===== src/rtl/sport_abuf_steal_ctl.sv =====
// Autobuffer steal controller for SPORT0/1 TX and RX channels.
// Collects per-channel service requests and arbitrates them. It requests a DAG steal cycle from
// the core and issues a one-hot steal acknowledge to the DAG modulo unit. The registered wrap
// flag returned by that unit is turned into a one-cycle autobuffer-complete interrupt.
// Channel order on every 4-bit bus: bit0=R0, bit1=T0, bit2=R1, bit3=T1.
//
// Ports:
//   DSPCLK     clock, rising edge
//   RST        asynchronous active-high reset
//   ABUF_EN    per-channel autobuffer enables
//   SREQ       one-cycle service-request pulses
//   STEAL_GNT  core grants the requested steal cycle
//   *wrap      registered wrap flags, valid the cycle after the matching sack
//   OVR_CLR    clears OVR and STEAL_TO
//   STEAL_REQ  steal-cycle request (registered)
//   *sack      one-hot steal acknowledge, one cycle wide (registered)
//   ABUF_IRQ   one-cycle autobuffer-complete interrupt per channel
//   OVR        sticky request-overrun flags
//   STEAL_TO   sticky grant-timeout flag
module sport_abuf_steal_ctl #(
  parameter int unsigned PRIO_ROTATE = 0,
  parameter int unsigned GNT_TIMEOUT = 15
) (
  input  logic       DSPCLK,
  input  logic       RST,
  input  logic [3:0] ABUF_EN,
  input  logic [3:0] SREQ,
  input  logic       STEAL_GNT,
  input  logic       T0wrap,
  input  logic       T1wrap,
  input  logic       R0wrap,
  input  logic       R1wrap,
  input  logic       OVR_CLR,
  output logic       STEAL_REQ,
  output logic       T0sack,
  output logic       T1sack,
  output logic       R0sack,
  output logic       R1sack,
  output logic [3:0] ABUF_IRQ,
  output logic [3:0] OVR,
  output logic       STEAL_TO
);

  typedef enum logic [1:0] {StIdle, StReq, StSack, StWait} state_e;

  state_e     state_q, state_d;
  logic [3:0] pending_q, pending_d;
  logic [1:0] ptr_q, ptr_d;
  logic [1:0] ch_q, ch_d;
  logic [3:0] cnt_q, cnt_d;
  logic       req_q, req_d;
  logic [3:0] sack_q, sack_d;
  logic [3:0] irq_q, irq_d;
  logic [3:0] ovr_q, ovr_d;
  logic       to_q, to_d;

  logic [3:0] wrap;
  logic [3:0] eff_pending;
  logic [3:0] set_req;
  logic [3:0] clr_req;
  logic [3:0] ovr_set;
  logic [1:0] search_start;
  logic [1:0] winner;
  logic [4:0] cnt_inc;
  logic       grant;
  logic       to_set;

  // First requesting channel at or after start, wrapping modulo 4.
  function automatic logic [1:0] pick(input logic [3:0] req, input logic [1:0] start);
    logic [1:0] idx;
    logic [1:0] res;
    logic       found;
    res   = start;
    found = 1'b0;
    for (int k = 0; k < 4; k++) begin
      idx = start + 2'(k);
      if (!found && req[idx]) begin
        res   = idx;
        found = 1'b1;
      end
    end
    return res;
  endfunction

  assign wrap         = {T1wrap, R1wrap, T0wrap, R0wrap};
  // A disabled channel no longer competes even before its pending bit is cleared.
  assign eff_pending  = pending_q & ABUF_EN;
  assign search_start = (PRIO_ROTATE != 0) ? ptr_q + 2'd1 : 2'd0;
  assign winner       = pick(eff_pending, search_start);
  assign cnt_inc      = {1'b0, cnt_q} + 5'd1;

  always_comb begin
    state_d = state_q;
    ch_d    = ch_q;
    ptr_d   = ptr_q;
    cnt_d   = cnt_q;
    grant   = 1'b0;
    to_set  = 1'b0;
    irq_d   = 4'b0000;
    unique case (state_q)
      StIdle: begin
        if (|eff_pending) state_d = StReq;
      end
      StReq: begin
        if (eff_pending == 4'b0000) begin
          // Everything was disabled under us; a grant this cycle is ignored.
          state_d = StIdle;
          cnt_d   = 4'd0;
        end else if (STEAL_GNT) begin
          grant   = 1'b1;
          ch_d    = winner;
          if (PRIO_ROTATE != 0) ptr_d = winner;
          cnt_d   = 4'd0;
          state_d = StSack;
        end else begin
          cnt_d  = cnt_inc[4] ? cnt_q : cnt_inc[3:0];
          to_set = (GNT_TIMEOUT != 0) && (cnt_inc == 5'(GNT_TIMEOUT));
        end
      end
      StSack: begin
        state_d = StWait;
      end
      StWait: begin
        // Only the latched channel's wrap flag is meaningful here.
        if (wrap[ch_q]) irq_d[ch_q] = 1'b1;
        state_d = (|eff_pending) ? StReq : StIdle;
      end
      default: state_d = StIdle;
    endcase
  end

  always_comb begin
    set_req   = SREQ & ABUF_EN;
    clr_req   = grant ? (4'b0001 << winner) : 4'b0000;
    // A request coinciding with its own clear re-queues instead of overrunning.
    ovr_set   = set_req & pending_q & ~clr_req;
    pending_d = ABUF_EN & (set_req | (pending_q & ~clr_req));
    ovr_d     = ovr_set | (ovr_q & ~{4{OVR_CLR}});
    to_d      = to_set | (to_q & ~OVR_CLR);
    req_d     = (state_d == StReq);
    sack_d    = (state_d == StSack) ? (4'b0001 << ch_d) : 4'b0000;
  end

  always_ff @(posedge DSPCLK or posedge RST) begin
    if (RST) begin
      state_q   <= StIdle;
      pending_q <= 4'b0000;
      ptr_q     <= 2'd3;
      ch_q      <= 2'd0;
      cnt_q     <= 4'd0;
      req_q     <= 1'b0;
      sack_q    <= 4'b0000;
      irq_q     <= 4'b0000;
      ovr_q     <= 4'b0000;
      to_q      <= 1'b0;
    end else begin
      state_q   <= state_d;
      pending_q <= pending_d;
      ptr_q     <= ptr_d;
      ch_q      <= ch_d;
      cnt_q     <= cnt_d;
      req_q     <= req_d;
      sack_q    <= sack_d;
      irq_q     <= irq_d;
      ovr_q     <= ovr_d;
      to_q      <= to_d;
    end
  end

  assign STEAL_REQ = req_q;
  assign R0sack    = sack_q[0];
  assign T0sack    = sack_q[1];
  assign R1sack    = sack_q[2];
  assign T1sack    = sack_q[3];
  assign ABUF_IRQ  = irq_q;
  assign OVR       = ovr_q;
  assign STEAL_TO  = to_q;

endmodule

===== config.mk =====
export PLATFORM = sky130hd
export DESIGN_NAME = sport_abuf_steal_ctl
export DESIGN_NICKNAME = d
export VERILOG_FILES = /design/src/rtl/sport_abuf_steal_ctl.sv
export SDC_FILE = /design/constraint.sdc
export NUM_CORES = 1
export LEC_CHECK = 0
export ABC_AREA = 0
export CAP_MARGIN = 20
export CELL_PAD_IN_SITES_DETAIL_PLACEMENT = 0
export CELL_PAD_IN_SITES_GLOBAL_PLACEMENT = 1
export CORE_MARGIN = 5
export CORE_UTILIZATION = 35
export DETAILED_ROUTE_END_ITERATION = 16
export PLACE_DENSITY_LB_ADDON = 0.1
export SYNTH_ARGS = -nofsm -noshare
export SYNTH_HDL_FRONTEND = slang
export SYNTH_SLANG_ARGS = --single-unit

===== constraint.sdc =====
create_clock -name DSPCLK -period 1.9 [get_ports DSPCLK]
set_input_delay 0.38 -clock DSPCLK [delete_from_list [all_inputs] [get_ports DSPCLK]]
set_output_delay 0.38 -clock DSPCLK [all_outputs]
set_load 0.01 [all_outputs]

## Word-level counts from Yosys, hierarchy flattened

Cells that the tools add are included.

- Add/subtract/negate cells: 1
- Order comparisons: 2
- Equal/unequal tests: 7
- Shift-type cells: 2
- Multiplexer cells: 31
- Bitwise operators: 14
- Reductions and logical operators: 11

Operators by type and width:

| kind | number |
|---|---|
| $and 4x4->4 | 7 |
| $mux 4 | 7 |
| $mux 2 | 8 |
| $mux 1 | 13 |
| $not 4->4 | 2 |
| $or 4x4->4 | 2 |
| $pmux 2 s4 | 1 |
| $shl 1x2->4 const A | 2 |
| $eq 2x2->1 const B | 3 |
| $add 4x1->5 const B | 1 |
| $eq 5x4->1 const B | 1 |
| $eq 2x1->1 const B | 2 |
| $logic_and 1x1->1 | 4 |
| $logic_not 4->1 | 1 |
| $reduce_or 4->1 | 1 |
| $logic_not 1->1 | 3 |
| $lt 2x3->1 const B | 1 |
| $ne 3x2->1 const B | 1 |
| $bmux 1 s2 | 1 |
| $demux 1 s2 | 1 |
| $ge 2x1->1 const B | 1 |
| $logic_not 2->1 | 1 |
| $reduce_and 2->1 | 1 |
| $and 1x1->1 | 1 |
| other kinds (2) | 2 |

- Register bits after elaboration: 26
- Output and inout bits: 14
- Word-level logic and storage cells: 77

## Depth between registers and ports, before layout

Gate-level depths: netlist (run 1).

- Word-level depth: 17
- Depth in mapped cells: 5
- Depth with buffers taken out: 5

## Least setup slack after synthesis (run 1)

No wires, ideal clock.

- Path kind: flip-flop to flip-flop
- Start: register pending_q[1]
- End: register cnt_q[1]
- Library setup time: 122 ps
- Data arrival time: 1,264 ps
- Data required time: 1,778 ps
- Path slack: 514 ps
- Stages on the path, launching flop included: 5
- Path buffers: 0
- Period minus slack after synthesis: 1,386 ps
- Cells stage by stage: dfrtp_1 -> a222oi_1 -> and2_2 -> o31ai_1 -> o2bb2ai_1

- Cells in the longest elaborated chain, start to end: 4
- Elaborated cells on any way between the ends: 5
- Classes of those cells: eq/ne (1); mux (1); bitwise (1); reduce/logical (2)

Ends and longest elaborated chain:

| what | line | source |
|---|---|---|
| start, declared | 47 | `logic [3:0] pending_q, pending_d;` |
| start signal, assigned | 158 | `pending_q <= pending_d;` |
| $and 4x4->4 * | 87 | `assign eff_pending = pending_q & ABUF_EN;` |
| $logic_not 4->1 * | 105 | `if (eff_pending == 4'b0000) begin` |
| $ne 3x2->1 (no line) | n/a |  |
| $reduce_and 2->1 (no line) | n/a |  |
| end signal, assigned | 161 | `cnt_q <= cnt_d;` |
| end, declared | 50 | `logic [3:0] cnt_q, cnt_d;` |

Every way passes the cells marked *; elsewhere a longest branch is shown, timed or not.
A chain may end at the register's enable or synchronous reset.

## Final worst setup path (run 1)

- Start: register ovr_q[0], in the netlist OVR[0]
- End: output OVR[0]

RTL lines:

| what | line | source |
|---|---|---|
| start, declared | 54 | `logic [3:0] ovr_q, ovr_d;` |
| start signal, assigned | 165 | `ovr_q <= ovr_d;` |
| end, declared | 40 | `output logic [3:0] OVR,` |

No word-level cell between the ends.

==> results.cfg, run 1 <==
[critical_path]
cp_top_family = buffers and inverters
criticalPathCategory = flip-flop to output pin
critPathLaunch = OVR[0]
reg2reg_from = pending_q[1]
critPathSlowestCell = clkdlybuf4s50_1
path_buf_inv = 1
cp_max_fo = 2
worstPathCellList = clkdlybuf4s50_1
end_kind = output pin
path_depth = 1
rr_worst_depth = 5
worst_ep_arrival_time_ps = 1240
critPathMaxStageDelay_ps = 540
cp-start-kind = flip-flop
cp_data_required_time_ps = 1520

[route]
ant_nets = 0
num_vias = 927
drc_errors = 0
wirelength_um = 2370
drt_first_pass_iters = 4
routedWlPerCell_um = 12.3
drt_iter0_markers = 30
via_per_inst = 4.83

[finish]
nNetsFinal = 167
diodes = 0
register_area_um2 = 651
finalNonFillerCells = 192
multi_input_area_um2 = 432
fillCellCount = 301
layout_common_cells = 29 x clkdlybuf4s50_1, 26 x dfrtp_1, 15 x nand2_1, 12 x a21oi_1, 8 x buf_4
area_growth_pct = 39.3
final_cell_area_um2 = 1550
drive_gt1_frac = 0.101
mostFrequentLayoutCell = clkdlybuf4s50_1

[cts]
cts_tree = yes
cts_sinks = 26
insertion_delay_ps = 320
htreeDepth = 1
path_clk_slew_ps = 140
cts_hold_buf = 0
post_cts_buffers = 0
cts_root_buf = clkbuf_4
cts.repair.resized = 0
cts_buffers = 3
cts_max_path_buffers = 2

[yosys]
synth.cell_area_um2 = 1110
ys_warn_count = 0
ys_ff_latch = 26
synth_cells = 108
synth-main-ff-cell = dfrtp_1
yosysSeqAreaShare = 0.586
synthesis.nets = 126
syn_avg_cell_area_um2 = 10.3
post_synth_num_cell_types = 31
synthArstFlopShare = 1.00
synth_edf_count = 0

[outcome]
outcome = completed

[sta]
period_needed_ps = 1620
rsz0062_at_grt = false
finalSetupViolations = 0
timing.final.ws_setup_ps = 278
post-route-period-util = 0.853
tightest_slew_ps = 471
hold_slack_ps = 400
final_hold_viol_count = 0
finClkSkew_ps = 11.6
finalSetupTns_ps = 0
drv_slew = 0
max_freq_ghz = 0.617
relSlewSlack = 0.685

[placed_design]
dp.cells = 188
dp_hpwl_um = 1810
gp_congestion = 0.871
dpl_cell_area_um2 = 1510
numPortBuffers = 29
place_ws_ps = -3.54

[grt]
grt_pass1_vias = 963
grt_pass1_wl_um = 4320
overflow = 0
antenna_found_initial = 0
grt.total_usage = 0.126
grt_max_degree = 27

[job]
cap_violations = 0

[min_path]
hold_path.class = input pin to asynchronous set/reset pin

[die]
dieArea_um2 = 4400
core_um2 = 3050
start_util = 0.364
chipHeight_um = 66.3
die_w_um = 66.3
io_pins = 30
std_cell_rows = 20

[power_and_ir_drop]
power_density_nw_per_um2 = 899
vdd.ir_drop.worst_uv = 334
power.leakage_nw = 0.695
cell families (layout without fill, tap and decap cells):
kind of cell	count (synthesis)	count (layout)	synth area share
AOI/OAI and AO/OA	28	28	0.158
xor gates and xnor gates	2	2	0.0158
adders and majority gates	2	2	0.0225
buffers and inverters	7	47	0.0248
DFF	26	26	0.586
and+or+nand+nor	43	43	0.193
cell usage after synthesis, drive strengths merged (2+ instances only):
cell type / number / area [µm²]
dfrtp: 26 / 651
nand3: 7 / 35.0
xor2: 2 / 17.5
nor3: 3 / 15.0
nor2b: 3 / 18.8
inv: 6 / 22.5
nor2: 6 / 22.5
nand2: 15 / 56.3
o22ai: 2 / 12.5
ha: 2 / 25.0
o21ai: 5 / 25.0
a21oi: 12 / 60.1
per-layer routing:
| layer | global-route usage | vias to the layer above | routed length, µm |
|---|---|---|---|
| met1 | 0.159 | 449 | 1070 |
| met5 | 0 | - | 0 |
| met4 | 0.0305 | 0 | 15 |
| li1 | - | 461 | - |
| met3 | 0.0323 | 2 | 101 |
| met2 | 0.212 | 15 | 1180 |
sequential cells by signal, summed over array words and instances (netlist names):
register,flops
ABUF_IRQ,4
OVR,4
STEAL_REQ,1
STEAL_TO,1
ch_q,2
cnt_q,4
pending_q,4
sack_q,4
state_q,2
cell type report:
class	instances	area share
repair buffers	37	0.227
well taps	44	0.0356
clock buffers	4	0.0235
multi-input cells	75	0.279
flip-flops and latches	26	0.421
inverters	6	0.0146
metrics by stage:
stage,utilization,total power [W]
6_report,0.507,0.00139
5_1_grt,0.507,0.00150
4_1_cts,0.507,0.00141
3_5_place_dp,0.495,0.00113
3_3_place_gp,0.495,0.00113
2_1_floorplan,-,0.000961
report_power, final:
| part | switching, W | internal (W) | leakage (nW) |
|---|---|---|---|
| Clock | 0.000159 | 0.000117 | 0.0210 |
| Combinational | 0.000184 | 0.000192 | 0.331 |
| Sequential | 0.0000930 | 0.000646 | 0.343 |
| Total | 0.000436 | 0.000955 | 0.695 |
worst paths after layout:
check / end / slack, ps
max: OVR[0] / 280
min: cnt_q[0] / 400
min in group DSPCLK: ABUF_IRQ[0] / 520
max reg2reg: OVR[1] / 430
min reg2reg: ABUF_IRQ[0] / 520
max in group asynchronous: sack_q[1] / 1250
Power figures use the tool's default switching activity.
==> run 2, diff against run 1 <==
==> constraint.sdc (replaced) <==
create_clock -name DSPCLK -period 1.9 [get_ports DSPCLK]
set_input_delay 0.19 -clock DSPCLK [delete_from_list [all_inputs] [get_ports DSPCLK]]
set_output_delay 0.19 -clock DSPCLK [all_outputs]
set_load 0.01 [all_outputs]
==> results.cfg, run 2 (synthesis gave the netlist of run 1 again) <==
[finish]
register_area_um2 = 651
mostFrequentLayoutCell = clkdlybuf4s50_1
layout_common_cells = 29 x clkdlybuf4s50_1, 26 x dfrtp_1, 15 x nand2_1, 12 x a21oi_1, 7 x nand3_1
nNetsFinal = 164
fillCellCount = 318
diodes = 0
area_growth_pct = 37.3
multi_input_area_um2 = 432
final_cell_area_um2 = 1520
drive_gt1_frac = 0.0828

[critical_path]
end_kind = flip-flop
cp-start-kind = flip-flop
cp_data_required_time_ps = 2120
cp_max_fo = 5
criticalPathCategory = flip-flop to flip-flop
worst_ep_arrival_time_ps = 1690

[die]
start_util = 0.364
std_cell_rows = 20
core_um2 = 3050
die_w_um = 66.3
dieArea_um2 = 4400
chipHeight_um = 66.3
io_pins = 30

[power_and_ir_drop]
power_density_nw_per_um2 = 907
finalPower_w = 0.00138
vdd.ir_drop.worst_uv = 322
power.leakage_nw = 0.680

[sta]
relSlewSlack = 0.698
finClkSkew_ps = 4.92
drv_slew = 0
period_needed_ps = 1460
finalSetupViolations = 0
final_hold_viol_count = 0
finalSetupTns_ps = 0
timing.final.ws_setup_ps = 439
max_freq_ghz = 0.685
hold_slack_ps = 203
post-route-period-util = 0.769
tightest_slew_ps = 452
rsz0062_at_grt = false

[cts]
cts.repair.resized = 0
htreeDepth = 1
post_cts_buffers = 0
cts_hold_buf = 0
path_clk_slew_ps = 140
insertion_delay_ps = 320
cts_max_path_buffers = 2
cts_buffers = 3
cts_tree = yes
cts_sinks = 26
cts_root_buf = clkbuf_4

[placed_design]
numPortBuffers = 29
gp_congestion = 0.857
place_ws_ps = 136
dpl_cell_area_um2 = 1490
dp_hpwl_um = 1850

[grt]
grt_pass1_wl_um = 4210
overflow = 0
grt_pass1_vias = 955
antenna_found_initial = 0
grt.total_usage = 0.123
grt_max_degree = 27

[route]
wirelength_um = 2330
drt_first_pass_iters = 4
drt_iter0_markers = 25
routedWlPerCell_um = 12.3
drc_errors = 0
ant_nets = 0
via_per_inst = 4.79
num_vias = 905

[outcome]
outcome = completed

[min_path]
hold_path.class = input pin to asynchronous set/reset pin

[job]
cap_violations = 0
-- run 2: cell types whose count changed in the layout (fill, tap and decap cells not counted), sizes merged --
cell | before | now
buf | 8 | 5
-- run 2: path summary, 6_finish.rpt --
| check | end | from | slack, ps | cells after the start |
|---|---|---|---|---|
| worst max-delay path | OVR[1] | pending_q[1] | 440 | 5 |
| worst min register to register | ABUF_IRQ[0] | ch_q[1] | 510 | 1 |
| max in group asynchronous | OVR[0] | RST | 1450 | 3 |
| worst min-delay path | cnt_q[1] | RST | 200 | 3 |
| worst max register to register | OVR[1] | pending_q[1] | 440 | 5 |
| min in group DSPCLK | ABUF_IRQ[3] | T1wrap | 380 | 3 |
-- run 2: cell type report --
| cell class | count | area share |
|---|---|---|
| repair buffers | 34 | 0.215 |
| clock buffers | 4 | 0.0238 |
| inverters | 6 | 0.0148 |
| well taps | 44 | 0.0361 |
| flip-flops and latches | 26 | 0.427 |
| multi-input cells | 75 | 0.283 |
-- run 2: per-layer routing --
| layer | vias up | part of all wire | track usage |
|---|---|---|---|
| met1 | 432 | 0.44 | 0.150 |
| met2 | 15 | 0.52 | 0.211 |
| li1 | 456 | - | - |
| met3 | 2 | 0.030 | 0.0272 |
| met4 | 0 | 0.0051 | 0.0457 |
| met5 | - | 0 | 0 |
-- run 2: critical path, stage by stage (launching register included) --
cell and delay [ps]:
dfrtp_1 440, a222oi_1 120, buf_4 160, a21oi_1 290
nand2_1 90, a41o_2 280
-- run 2: metrics by stage --
| stage | util | instances |
|---|---|---|
| finish | 0.499 | 189 |
| global route | 0.499 | 189 |
| CTS | 0.499 | 189 |
| detailed placement | 0.487 | 185 |
| global placement | 0.487 | 185 |
| floorplan | - | 108 |
-- run 2: power by group --
part / switching, W / total [W] / leakage, nW / internal (W)
clock network: 0.000160 / 0.000277 / 0.0210 / 0.000117
registers: 0.0000921 / 0.000738 / 0.343 / 0.000646
logic: 0.000181 / 0.000367 / 0.317 / 0.000185
==> run 3, diff against run 2 <==
--- a/config.mk
+++ b/config.mk
@@ -10,7 +10,7 @@
 export CELL_PAD_IN_SITES_DETAIL_PLACEMENT = 0
 export CELL_PAD_IN_SITES_GLOBAL_PLACEMENT = 1
 export CORE_MARGIN = 5
-export CORE_UTILIZATION = 35
+export CORE_UTILIZATION = 32
 export DETAILED_ROUTE_END_ITERATION = 16
 export PLACE_DENSITY_LB_ADDON = 0.1
 export SYNTH_ARGS = -nofsm -noshare
==> constraint.sdc (replaced) <==
create_clock -name DSPCLK -period 1.3 [get_ports DSPCLK]
set_input_delay 0.13 -clock DSPCLK [delete_from_list [all_inputs] [get_ports DSPCLK]]
set_output_delay 0.13 -clock DSPCLK [all_outputs]
set_load 0.01 [all_outputs]
==> results.cfg, run 3 (synthesis gave the netlist of run 1 again) <==
[grt]
grt.total_usage = 0.125
antenna_found_initial = 0
grt_pass1_wl_um = 4440
grt_max_degree = 27
overflow = 0
grt_pass1_vias = 1004

[sta]
finClkSkew_ps = 7.35
hold_slack_ps = 157
max_freq_ghz = 0.739
finalSetupViolations = 4
rsz0062_at_grt = true
timing.final.ws_setup_ps = -53.4
post-route-period-util = 1.04
drv_slew = 0
relSlewSlack = 0.779
final_hold_viol_count = 0
tightest_slew_ps = 332
period_needed_ps = 1350
finalSetupTns_ps = -114

[route]
drt_iter0_markers = 31
drc_errors = 0
routedWlPerCell_um = 12.8
via_per_inst = 4.74
ant_nets = 0
drt_first_pass_iters = 4
num_vias = 958
wirelength_um = 2590

[placed_design]
dp_hpwl_um = 1920
dp.cells = 199
numPortBuffers = 29
gp_congestion = 0.782

[critical_path]
cp-start-kind = flip-flop
rr_worst_depth = 5
worst_r2r_endpoint = cnt_q[0]
cp_max_fo = 4
worst_ep_arrival_time_ps = 1570
reg2reg_from = pending_q[1]
criticalPathCategory = flip-flop to flip-flop
end_kind = flip-flop
cp_data_required_time_ps = 1520
ff2ff_setup_slack_ps = -50

[finish]
layout_common_cells = 26 x dfrtp_1, 16 x buf_4, 15 x clkdlybuf4s50_1, 14 x nand2_1, 14 x dlygate4sd2_1
area_growth_pct = 45.9
mostFrequentLayoutCell = dfrtp_1
finalNonFillerCells = 202
drive_gt1_frac = 0.199
diodes = 0
nNetsFinal = 176

[cts]
path_clk_slew_ps = 140
cts_hold_buf = 0
cts_root_buf = clkbuf_4
htreeDepth = 1
cts_tree = yes
cts_buffers = 3
cts_max_path_buffers = 2
cts_sinks = 26
insertion_delay_ps = 310

[min_path]
hold_path.class = input pin to asynchronous set/reset pin

[die]
chipHeight_um = 68.9
die_w_um = 68.9
io_pins = 30
core_um2 = 3340
dieArea_um2 = 4750
std_cell_rows = 21
start_util = 0.333

[power_and_ir_drop]
vdd.ir_drop.worst_uv = 551
power.leakage_nw = 0.797
finalPower_w = 0.00208
power_density_nw_per_um2 = 1280

[job]
cap_violations = 0

[outcome]
violations = setup timing
outcome = finished, violations left
[run 3: changes by cell type in the layout (fill, tap and decap cells not counted), moves of 2 or more]
cell             before  now
dlygate4sd2_1         0   14
clkdlybuf4s50_1      29   15
buf_4                 5   16
o21ai_0               5    3
o21ai_1               0    2
a21oi_1              12    8
a21oi_2               0    4
[run 3: how the worst max path moves through the flow]
stage                 start        to
6_report       pending_q[1]  cnt_q[0]
5_1_grt        pending_q[1]  cnt_q[0]
4_1_cts        pending_q[1]  cnt_q[0]
3_5_place_dp     ABUF_EN[2]    OVR[1]
3_3_place_gp     ABUF_EN[2]    OVR[1]
2_1_floorplan  pending_q[1]  cnt_q[1]
[run 3: power by group]
group | total [W] | switching, W | internal [W]
Combinational | 0.000684 | 0.000334 | 0.000350
Clock | 0.000333 | 0.000224 | 0.000108
Sequential | 0.00106 | 0.000115 | 0.000944
Total | 0.00208 | 0.000673 | 0.00140
[run 3: routing by layer]
metal	GRT usage	vias up	wire, µm	part of all wire
met5	0	-	0	0
met1	0.168	454	1260	0.49
met3	0.0227	2	113	0.044
li1	-	479	-	-
met2	0.202	23	1200	0.46
met4	0.0438	0	17	0.0066
[run 3: repair_timing]
item / CTS / global route
setup buffers: 0 / 1
endpoints found under the setup margin: 20 / 16
resized for setup: 17 / 9
pin swaps: 4 / 7
[run 3: worst max-delay path, stage by stage (launching register included)]
cell and delay (ps):
dfrtp_1 410, a222oi_1 310, buf_4 190, and2_4 170
nor3_1 60, a2bb2oi_1 130
[run 3: per-stage QoR]
stage / util / instance area (µm²) / worst slack [ps]
global route: 0.485 / 1620 / -107
floorplan: - / 1110 / -85.7
global placement: 0.474 / 1580 / -346
detailed placement: 0.474 / 1580 / -425
CTS: 0.478 / 1600 / -54.4
finish: 0.485 / 1620 / -53.4
[run 3: layout make-up]
cell class | instances | area (µm²)
timing repair buffer | 46 | 404
fill | 337 | 1720
inverter | 6 | 22.5
sequential | 26 | 651
tap | 46 | 57.6
clock buffer | 3 | 22.5
multi-input combinational | 75 | 462
